## src/rtl/master_req_queue_pkg.sv

```systemverilog
// Shared definitions for the crossbar master-side request queue.
// The command encodings are also used by the crossbar.
package master_req_queue_pkg;

    localparam logic CMD_RD = 1'b0;
    localparam logic CMD_WR = 1'b1;

    typedef enum logic [1:0] {
        IDLE   = 2'd0,
        REQ    = 2'd1,
        RDWAIT = 2'd2,
        RESP   = 2'd3
    } mrq_state_e;

endpackage

```

## src/rtl/master_req_queue_req_fifo.sv

```systemverilog
// Synchronous FIFO holding {cmd, addr, wdata} entries for the request queue.
// The head entry stays visible on rdata until it is popped.
module req_fifo #(
    parameter int DEPTH = 4,
    parameter int WIDTH = 65
) (
    input  logic                     clk_sys,
    input  logic                     rst_b,
    input  logic                     push,
    input  logic                     pop,
    input  logic [WIDTH-1:0]         wdata,
    output logic [WIDTH-1:0]         rdata,
    output logic                     full,
    output logic                     empty,
    output logic [$clog2(DEPTH):0]   level
);

    localparam int PW = $clog2(DEPTH);
    localparam logic [PW:0] FULL_CNT = (PW+1)'(DEPTH);

    logic [WIDTH-1:0] mem [DEPTH];
    logic [PW-1:0]    wr_ptr;
    logic [PW-1:0]    rd_ptr;
    logic [PW:0]      count;
    logic             do_push;
    logic             do_pop;

    assign do_push = push & ~full;
    assign do_pop  = pop & ~empty;

    always_ff @(posedge clk_sys) begin
        if (!rst_b) begin
            wr_ptr <= '0;
            rd_ptr <= '0;
            count  <= '0;
        end else begin
            if (do_push) wr_ptr <= wr_ptr + 1'b1;
            if (do_pop)  rd_ptr <= rd_ptr + 1'b1;
            case ({do_push, do_pop})
                2'b10:   count <= count + 1'b1;
                2'b01:   count <= count - 1'b1;
                default: count <= count;
            endcase
        end
    end

    // Storage is not reset; the pointers alone define which entries are valid.
    always_ff @(posedge clk_sys) begin
        if (do_push) mem[wr_ptr] <= wdata;
    end

    assign rdata = mem[rd_ptr];
    assign full  = (count == FULL_CNT);
    assign empty = (count == '0);
    assign level = count;

endmodule

```

## src/rtl/master_req_queue.sv

```systemverilog
// Master-side request queue: buffers core transactions and issues them one at
// a time to a crossbar master port, returning read data as one-cycle responses.
//
// state  | meaning
// -------+---------------------------------------------------------------
// IDLE   | no transaction in flight; latch FIFO head when one is queued
// REQ    | m_req high, outputs stable; m_ack pops the head
// RDWAIT | read accepted, counting RD_LAT cycles until m_rdata is valid
// RESP   | resp_valid pulse for the captured read data
module master_req_queue
    import master_req_queue_pkg::*;
#(
    parameter int DEPTH  = 4,
    parameter int ADDR_W = 32,
    parameter int DATA_W = 32,
    parameter int RD_LAT = 1
) (
    input  logic                     clk_sys,
    input  logic                     rst_b,
    input  logic                     in_valid,
    output logic                     in_ready,
    input  logic                     in_cmd,
    input  logic [ADDR_W-1:0]        in_addr,
    input  logic [DATA_W-1:0]        in_wdata,
    output logic                     resp_valid,
    output logic [DATA_W-1:0]        resp_data,
    output logic [$clog2(DEPTH):0]   level,
    output logic                     m_req,
    output logic                     m_cmd,
    output logic [ADDR_W-1:0]        m_addr,
    output logic [DATA_W-1:0]        m_wdata,
    input  logic                     m_ack,
    input  logic [DATA_W-1:0]        m_rdata
);

    localparam int ENTRY_W = 1 + ADDR_W + DATA_W;
    localparam logic [1:0] LAT_LOAD = (RD_LAT > 0) ? 2'(RD_LAT - 1) : 2'd0;

    mrq_state_e         state;
    mrq_state_e         state_nxt;
    logic [ENTRY_W-1:0] head;
    logic               fifo_push;
    logic               fifo_pop;
    logic               fifo_full;
    logic               fifo_empty;
    logic [1:0]         lat_cnt;
    logic               load_head;
    logic               load_cnt;
    logic               cap_rdata;

    assign in_ready  = rst_b & ~fifo_full;
    assign fifo_push = in_valid & in_ready;

    req_fifo #(
        .DEPTH (DEPTH),
        .WIDTH (ENTRY_W)
    ) u_req_fifo (
        .clk_sys (clk_sys),
        .rst_b   (rst_b),
        .push    (fifo_push),
        .pop     (fifo_pop),
        .wdata   ({in_cmd, in_addr, in_wdata}),
        .rdata   (head),
        .full    (fifo_full),
        .empty   (fifo_empty),
        .level   (level)
    );

    always_ff @(posedge clk_sys) begin
        if (!rst_b) state <= IDLE;
        else        state <= state_nxt;
    end

    always_comb begin
        state_nxt = state;
        load_head = 1'b0;
        load_cnt  = 1'b0;
        cap_rdata = 1'b0;
        fifo_pop  = 1'b0;
        case (state)
            IDLE: begin
                if (!fifo_empty) begin
                    load_head = 1'b1;
                    state_nxt = REQ;
                end
            end
            REQ: begin
                if (m_ack) begin
                    fifo_pop = 1'b1;
                    if (m_cmd == CMD_WR) begin
                        state_nxt = IDLE;
                    end else if (RD_LAT == 0) begin
                        cap_rdata = 1'b1;
                        state_nxt = RESP;
                    end else begin
                        load_cnt  = 1'b1;
                        state_nxt = RDWAIT;
                    end
                end
            end
            RDWAIT: begin
                if (lat_cnt == 2'd0) begin
                    cap_rdata = 1'b1;
                    state_nxt = RESP;
                end
            end
            RESP:    state_nxt = IDLE;
            default: state_nxt = IDLE;
        endcase
    end

    // Down-counter loaded with RD_LAT-1 so terminal count lands on the data cycle.
    always_ff @(posedge clk_sys) begin
        if (!rst_b) begin
            m_cmd     <= CMD_RD;
            m_addr    <= '0;
            m_wdata   <= '0;
            resp_data <= '0;
            lat_cnt   <= '0;
        end else begin
            if (load_head) {m_cmd, m_addr, m_wdata} <= head;
            if (cap_rdata) resp_data <= m_rdata;
            if (load_cnt)
                lat_cnt <= LAT_LOAD;
            else if (state == RDWAIT && lat_cnt != 2'd0)
                lat_cnt <= lat_cnt - 1'b1;
        end
    end

    assign m_req      = (state == REQ);
    assign resp_valid = (state == RESP);

endmodule

```

## config.mk

```make
export PLATFORM = sky130hd
export DESIGN_NAME = master_req_queue
export DESIGN_NICKNAME = d
export VERILOG_FILES = /design/src/rtl/master_req_queue_pkg.sv /design/src/rtl/master_req_queue_req_fifo.sv /design/src/rtl/master_req_queue.sv
export SDC_FILE = /design/constraint.sdc
export NUM_CORES = 1
export LEC_CHECK = 0
export BUFFER_PORTS_ARGS = -buffer_cell sky130_fd_sc_hd__buf_2
export CORE_MARGIN = 2
export CORE_UTILIZATION = 32
export CTS_CLUSTER_DIAMETER = 50
export DETAILED_ROUTE_END_ITERATION = 16
export MAX_ROUTING_LAYER = met4
export PLACE_DENSITY_LB_ADDON = 0.25
export SLEW_MARGIN = 0
export SYNTH_ARGS = -nofsm -noshare
export SYNTH_HDL_FRONTEND = slang
export SYNTH_SLANG_ARGS = --single-unit
```

## constraint.sdc

```tcl
create_clock -name clk_sys -period 6.8 [get_ports clk_sys]
set_clock_uncertainty 0.1 [all_clocks]
set_input_delay 1.36 -clock clk_sys [delete_from_list [all_inputs] [get_ports clk_sys]]
set_output_delay 1.36 -clock clk_sys [all_outputs]
set_load 0.01 [all_outputs]
```

==> results of run 1 <==
[through the flow]
stage	instances	total power, mW	utilization [%]
finish	1491	5.063	39.31
CTS	1481	5.153	39.25
global route	1490	5.279	39.30
global placement	1401	2.936	35.92
detailed placement	1401	2.943	35.92
floorplan	703	2.786	-
[registers in the layout, summed over array words and instances (netlist names), named ones only]
register / count
lat_cnt: 2
m_addr: 32
m_cmd: 1
m_wdata: 32
resp_data: 32
state: 1
u_req_fifo.level: 3
u_req_fifo.mem: 260
u_req_fifo.rd_ptr: 2
u_req_fifo.wr_ptr: 2
[tightest hold or removal path, delay by kind of cell, from the launching register on]
| kind | cells | cell delay (ns) |
|---|---|---|
| simple gates | 1 | 0.05 |
| flops | 1 | 0.30 |
| compound gates | 1 | 0.05 |
[worst paths after layout]
check | startpoint | end
worst min-delay path | resp_data[4] | resp_data[4]
worst max register to register | u_req_fifo.level[0] | u_req_fifo.mem[2][53]
worst min register to register | resp_data[4] | resp_data[4]
worst max-delay path | rst_b | in_ready
[power by group through the flow]
stage,Sequential (mW),Clock (mW),Combinational (mW)
final,2.56,2.18,0.328
after global routing,2.57,2.34,0.365
after CTS,2.56,2.26,0.337
after detailed placement,2.61,0,0.336
after global placement,2.61,0,0.331
after floorplan,2.62,0,0.168
[placed cells by master, fill, tap and decap left out, drive strengths merged, types with 2 or more instances in the layout]
cell type,count
a211oi,2
a21oi,40
a22o,65
and2,5
buf,208
clkbuf,61
clkinv,10
clkinvlp,5
dfxtp,108
diode,10
edfxtp,260
ha,6
inv,15
mux2i,2
mux4,65
nand2,67
nand3b,2
nor2,8
o21ai,2
or3,3
xor2,2
[metal layers]
metal / up-vias / GRT usage [%] / routed length [um]
met4: 0 / 4.923 / 604
met5: - / - / 0
li1: 3210 / - / -
met2: 213 / 20.78 / 12910
met1: 3408 / 17.60 / 12490
met3: 42 / 4.368 / 2090
[final cells by class]
class                   instances  share of cell area (%)
clock inverters                19                  0.9084
flip-flops and latches        368                   62.44
multi-input cells             281                   17.90
well taps                     532                   4.166
clock buffers                  61                   7.549
diodes                         10                  0.1566
inverters                      12                  0.2819
repair buffers                208                   6.594
[kinds of logic (layout without fill, tap and decap cells)]
logic type | after synthesis | in the layout | share of synthesized area (%)
AOI/OAI and AO/OA | 111 | 111 | 6.232
xor gates and xnor gates | 3 | 3 | 0.2008
adders and majority gates | 7 | 7 | 0.7264
buffers and inverters | 54 | 300 | 2.122
DFF | 368 | 368 | 76.16
muxes | 67 | 67 | 11.34
other | 0 | 10 | 0
and+or+nand+nor | 93 | 93 | 3.221
==> run metrics, run 1 <==
Nets=1023; total grt overflow=0; Sw Share=22.37%; CP endpoint kind=output pin; share of layout cells above drive strength 1=36.56%; PD cells=316.9 mW/mm2; internal power=3.930 mW; Pre-antenna DRT Iters=4; Hold Crit Class=reg2reg; DR vias=6873; footprint of the multi-input gates=0.002860 mm2; cell area after layout=0.01598 mm2; ys async rst share=0%; vias per inst=4.610; Seq pwr share=50.5%; worst IR drop on VDD=0.1576 mV; syn_nets=811; sequential share of the synthesized area=76.16%; clock group share of total power=43.0%; Fin. Hold Viols=0; Resize count post-CTS=0; clock buffer depth=3; P_leak=5.643 nW; worst-margin pin slew=1.173 ns; site row count=74; top-count cell post-synth=edfxtp_1; Clock Tree Root=clkbuf_16; Stages on worst setup path=4; fin. max-slew vios=0; Fmax=265.3 MHz; port buffer count=203; Worst EP required=5.34 ns; core footprint=0.04065 mm2; filler cell count=3746; CP arrival=2.31 ns; post-synth top area cell=edfxtp_1; unique cell type count in the Yosys netlist=35; mapped cell area=0.01309 mm2; top post-synthesis cells by count=260 x edfxtp_1, 108 x dfxtp_1, 67 x nand2_1; status=completed; register area=0.009977 mm2; Worst-Skew Late Latency=0.54 ns; syn avg cell area=18.62 um2; area post-placement=0.01460 mm2; Initial Util=32.20%; largest net degree at the start of global routing=68; Num CTS Buffers=44; max_cap viols=0; Rel. slew slack=21.82%; WHS=0.3509 ns; gr usage total=13.81%; top cells by area, synth=edfxtp_1 60%, dfxtp_1 17%, mux4_2 11%; CP startpoint kind=primary input; CP Max Fanout=42; Post-synth EDFFs=260; most used cell, CP=buf_2; Die X=206.3 um; Tmin final=3.770 ns; critical path's top delay family=buffers and inverters; unrepaired setup endpoints after global routing=no; htree depth=2; Post-DRT Antenna Nets=0; Synth top area share=59.64%; CTS clk-pin slew, worst paths=0.06 ns; Cell Chain, Critical Path=buf_2 > inv_2 > a21oi_1 > buf_2; Synth Flop Type=edfxtp_1; Final period util=55.43%; Final WS setup=3.030 ns; r2r setup slk=4.07 ns; number of global-route vias before repair=7112; Place WS=2.698 ns; worst path bufs/invs=3; DRT iter0 DRCs=421; die height=206.3 um; Fin Setup TNS=0 ns; cells on worst reg2reg path=4; hold-fix buffer count after cts=0; first-pass GRT wire length=42660 um; Worst path max stage delay=0.54 ns; Area Growth Syn to Fin=22.06%; cells after synthesis=703; I/O pin count=204; Slowest-stage cell, CP=inv_2; Remaining DRCs=0; setup violators final=0; postcts setup bufs=0; hold depth=2; Routed WL=28100 um; die area=0.04254 mm2; GPL Wtd Cong=0.7162; critical setup path kind=in2out; number of warnings issued by yosys=0; CTS Sinks=368; drt wl/cell=18.85 um; switching pwr=1.133 mW; #FFs+latches synth=368; antenna violations before repair=9; dpl hpwl=15760 um; combinational cell fraction of total power=6.5%; CTS tree=yes
No activity file was read; power rests on OpenSTA's default activity.
==> run 2: changes to the inputs <==
==> constraint.sdc (replaced) <==
create_clock -name clk_sys -period 3.8 [get_ports clk_sys]
set_clock_uncertainty 0.1 [all_clocks]
set_input_delay 0.76 -clock clk_sys [delete_from_list [all_inputs] [get_ports clk_sys]]
set_output_delay 0.76 -clock clk_sys [all_outputs]
set_load 0.01 [all_outputs]
==> run metrics, run 2 (same netlist as run 1, synthesis figures left out) <==
Seq pwr share=47.9% (-2.6 points); largest reg by FF count=u_req_fifo.mem; Pre-antenna DRT Iters=4 (unchanged); filler cell count=3668 (-2.1%); CTS clk-pin slew, worst paths=0.06 ns (about the same); CP startpoint kind=primary input; antenna violations before repair=3 (-6); core footprint=0.04065 mm2 (unchanged); worst IR drop on VDD=0.3831 mV (+140%); most frequent cells in the layout=260 x edfxtp_1, 203 x buf_2, 106 x dfxtp_1, 67 x nand2_1; r2r setup slk=1.38 ns (-2.69 ns); Worst EP required=2.94 ns (-2.40 ns); die area=0.04254 mm2 (unchanged); largest net degree at the start of global routing=49 (-28%); Hold Path Origin=in_wdata[19]; Fin Setup TNS=0 ns (unchanged); DRT iter0 DRCs=315 (-25%); hold depth=1 (-1); Rel. slew slack=15.34% (-6.5 points); vias per inst=4.638 (+0.61%); Hold Crit Class=in2reg; CP Max Fanout=41 (-2.4%); Worst path max stage delay=0.39 ns (-0.15 ns); Area Growth Syn to Fin=25.06%; Final period util=64.79%; cell area after layout=0.01637 mm2 (+2.5%); PD cells=583.6 mW/mm2 (+84%); Layout Cells excl Fill=1502 (+0.74%); htree depth=2 (unchanged); Clock Tree Root=clkbuf_16; Routed WL=29420 um (+4.7%); Num CTS Buffers=45 (+2.3%); CTS Sinks=368 (unchanged); Fmax=406.2 MHz; Nets=1037 (+1.4%); reg2reg start=u_req_fifo.level[0]; unrepaired setup endpoints after global routing=no; cells on worst reg2reg path=4 (unchanged); drt wl/cell=19.59 um (+3.9%); Die X=206.3 um (unchanged); share of layout cells above drive strength 1=38.51% (+1.9 points); P_leak=5.858 nW (+3.8%); site row count=74 (unchanged); Cells after DPL=1414 (+0.93%); commonest non-fill, non-tap cell in the layout=edfxtp_1; Sw Share=22.34% (-0.030 points); Largest register FFs=260 (unchanged); combinational cell fraction of total power=6.5% (about the same); Cell Chain, Critical Path=buf_2 > inv_2 > buf_4 > a21oi_1 > buf_2; setup violators final=0 (unchanged); Place WS=1.042 ns (-1.657 ns); R2R Path End=u_req_fifo.mem[2][59]; Resize count post-CTS=0 (unchanged); port buffer count=203 (unchanged); clock group share of total power=45.6% (+2.6 points); WHS=0.3132 ns (-0.03768 ns); CP arrival=1.60 ns (-0.71 ns); fin. max-slew vios=0 (unchanged); postcts setup bufs=0 (unchanged); internal power=7.420 mW (+89%); Remaining DRCs=0 (unchanged); CP endpoint kind=output pin; Final WS setup=1.338 ns (-1.693 ns); worst-margin pin slew=1.266 ns (+0.09336 ns); Worst-Skew Late Latency=0.56 ns (+0.02 ns); critical setup path kind=in2out; CTS tree=yes; first-pass GRT wire length=43890 um (+2.9%); status=completed; switching pwr=2.134 mW (+88%); I/O pin count=204 (unchanged); area post-placement=0.01481 mm2 (+1.4%); Tmin final=2.462 ns; Slowest-stage cell, CP=buf_4; dpl hpwl=18180 um (+15%); Post-DRT Antenna Nets=0 (unchanged); DR vias=6966 (+1.4%); Min-Delay Endpoint=u_req_fifo.mem[3][19]; most used cell, CP=buf_2; number of global-route vias before repair=7204 (+1.3%); total grt overflow=0 (unchanged); clock buffer depth=3 (unchanged); Initial Util=32.20% (unchanged); GPL Wtd Cong=0.7747 (+8.2%); max_cap viols=0 (unchanged); die height=206.3 um (unchanged); gr usage total=14.33% (+0.52 points); Fin. Hold Viols=0 (unchanged); hold-fix buffer count after cts=0 (unchanged)
run 2: area by class of cell:
type	count	area, um2	share of cell area [%]
flip-flops and latches	368	9977	60.94
well taps	532	665.6	4.066
diodes	4	10.01	0.06114
clock inverters	21	264.0	1.613
multi-input cells	281	2860	17.47
clock buffers	63	1285	7.849
repair buffers	221	1264	7.719
inverters	12	45.04	0.2751
run 2: worst max-delay path by stage:
| stage | startpoint | end | slack (ns) |
|---|---|---|---|
| final | rst_b | in_ready | 1.34 |
| after global routing | u_req_fifo.level[0] | u_req_fifo.level[2] | 1.21 |
| after CTS | u_req_fifo.level[0] | u_req_fifo.mem[2][28] | 1.31 |
| after detailed placement | rst_b | u_req_fifo.mem[2][10] | 1.04 |
| after global placement | rst_b | u_req_fifo.mem[0][16] | 1.06 |
| after floorplan | in_valid | u_req_fifo.mem[1][0] | 0.51 |
run 2: routing by layer:
layer  GRT usage [%]  share of wire, %
met5               -                 0
met4           5.536               2.5
met3           3.311               6.1
met2           22.14                47
met1           18.40                45
run 2: critical path, delay by kind of cell:
kind / cells / cell delay, ns
AO/OA/AOI/OAI: 1 / 0.08
buffers and inverters: 4 / 0.75
run 2: power by group through the flow:
stage / registers (mW) / logic, mW / clock network [mW]
3_3_place_gp: 4.66 / 0.626 / 0
5_1_grt: 4.60 / 0.681 / 4.64
3_5_place_dp: 4.67 / 0.633 / 0
4_1_cts: 4.58 / 0.635 / 4.49
6_report: 4.58 / 0.619 / 4.35
2_1_floorplan: 4.68 / 0.301 / 0
run 2: stage by stage:
step / utilization (%) / power, mW
final: 40.28 / 9.554
after global routing: 40.27 / 9.920
after CTS: 40.25 / 9.709
after detailed placement: 36.44 / 5.300
after global placement: 36.44 / 5.290
after floorplan: - / 4.986
==> run 3: changes to the inputs <==
==> constraint.sdc (replaced) <==
create_clock -name clk_sys -period 2.5 [get_ports clk_sys]
set_clock_uncertainty 0.1 [all_clocks]
set_input_delay 0.5 -clock clk_sys [delete_from_list [all_inputs] [get_ports clk_sys]]
set_output_delay 0.5 -clock clk_sys [all_outputs]
set_load 0.01 [all_outputs]
==> run metrics, run 3 (same netlist as run 1, synthesis figures left out) <==
status=completed; core footprint=0.04065 mm2 (unchanged); gr usage total=13.95% (-0.38 points); P_leak=5.895 nW (+0.63%); DR vias=7020 (+0.78%); antenna violations before repair=4 (+1); unrepaired setup endpoints after global routing=no; Resize count post-CTS=0 (unchanged); CP Max Fanout=12 (-71%); Pre-antenna DRT Iters=4 (unchanged); dpl hpwl=17020 um (-6.3%); Hold Crit Class=in2reg; Worst-Skew Late Latency=0.56 ns (about the same); most frequent cells in the layout=260 x edfxtp_1, 203 x buf_2, 106 x dfxtp_1, 67 x nand2_1; Routed WL=28880 um (-1.8%); PD cells=876.3 mW/mm2 (+50%); hold-fix buffer count after cts=0 (unchanged); first-pass GRT wire length=42850 um (-2.4%); Worst EP required=2.90 ns (-0.04 ns); setup violators final=0 (unchanged); commonest non-fill, non-tap cell in the layout=edfxtp_1; r2r setup slk=0.30 ns (-1.08 ns); Fin. Hold Viols=0 (unchanged); CP endpoint kind=register; Cell Chain, Critical Path=nand3b_1 > nor2_1 > ha_1 > inv_1 > fa_1 > xor2_1 > or3_1 > a21oi_1; CTS tree=yes; Hold Path Origin=in_addr[8]; Fmax=454.4 MHz; CTS Sinks=368 (unchanged); clock buffer depth=3 (unchanged); drt wl/cell=19.11 um (-2.4%); Place WS=0.2297 ns (-0.8119 ns); largest reg by FF count=u_req_fifo.mem; area post-placement=0.01492 mm2 (+0.71%); hold depth=1 (unchanged); Die X=206.3 um (unchanged); worst-margin pin slew=0.5945 ns (-0.6716 ns); cell area after layout=0.01643 mm2 (+0.37%); R2R Path End=u_req_fifo.level[2]; postcts setup bufs=0 (unchanged); Largest register FFs=260 (unchanged); GPL Wtd Cong=0.6981 (-9.9%); Final WS setup=0.2994 ns (-1.039 ns); footprint of the multi-input gates=0.002860 mm2 (unchanged); CP arrival=2.60 ns (+1.00 ns); max_cap viols=0 (unchanged); share of layout cells above drive strength 1=39.12% (+0.61 points); Min-Delay Endpoint=u_req_fifo.mem[0][40]; port buffer count=203 (unchanged); Rel. slew slack=60.36% (+45 points); worst IR drop on VDD=0.6464 mV (+69%); Worst path max stage delay=0.40 ns (about the same); DRT iter0 DRCs=361 (+15%); total grt overflow=0 (unchanged); CTS clk-pin slew, worst paths=0.06 ns (about the same); cells on worst reg2reg path=8 (+4); Remaining DRCs=0 (unchanged); WHS=0.04896 ns (-0.2642 ns); die area=0.04254 mm2 (unchanged); number of global-route vias before repair=7043 (-2.2%); Final period util=88.02%; CP startpoint kind=register; critical path's top delay family=simple AND/OR/NAND/NOR gates; Post-DRT Antenna Nets=0 (unchanged); filler cell count=3670 (+0.055%); critical setup path kind=reg2reg; Nets=1046 (+0.87%); Area Growth Syn to Fin=25.52%; vias per inst=4.646 (+0.17%); largest net degree at the start of global routing=66 (+35%); htree depth=2 (unchanged); die height=206.3 um (unchanged); fin. max-slew vios=0 (unchanged); site row count=74 (unchanged); I/O pin count=204 (unchanged); register area=0.009977 mm2 (unchanged); Fin Setup TNS=0 ns (unchanged); Tmin final=2.201 ns; Slowest-stage cell, CP=dfxtp_1; worst path bufs/invs=1 (-3); Num CTS Buffers=45 (unchanged); Clock Tree Root=clkbuf_16; Initial Util=32.20% (unchanged)
==> run 3: metal layers <==
metal	track usage [%]	up-vias	wire length, um
li1	-	3276	-
met1	18.35	3495	13110
met2	20.72	197	13160
met3	3.753	52	1898
met4	5.230	0	709
met5	-	-	0
==> run 3: worst max-delay path by stage <==
stage | cells after the start | from | endpoint
detailed placement | 9 | m_ack | u_req_fifo.level[2]
global route | 8 | register | u_req_fifo.level[2]
finish | 8 | register | u_req_fifo.level[2]
CTS | 8 | register | u_req_fifo.level[2]
global placement | 9 | m_ack | u_req_fifo.level[2]
floorplan | 3 | u_req_fifo.level[0] | u_req_fifo.mem[0][0]
==> run 3: layout make-up <==
cell class,instances,share of cell area [%]
sequential,368,60.72
multi-input combinational,281,17.41
timing repair buffer,230,8.331
clock buffer,58,7.524
tap,532,4.051
clock inverter,25,1.614
inverter,12,0.2741
antenna,5,0.07615
==> run 3: power by group <==
| part | internal [mW] | switching, mW | total [mW] |
|---|---|---|---|
| clock network | 3.94 | 2.54 | 6.48 |
| registers | 6.82 | 0.124 | 6.95 |
| logic | 0.417 | 0.554 | 0.971 |
| total | 11.2 | 3.22 | 14.4 |
==> run 3: per-stage QoR <==
stage                     total power [mW]  cells  util [%]
final                                14.40   1511     40.42
after global routing                 14.99   1510     40.42
after CTS                            14.64   1506     40.39
after detailed placement             8.079   1423     36.70
after global placement               8.065   1423     36.70
after floorplan                      7.574    703         -
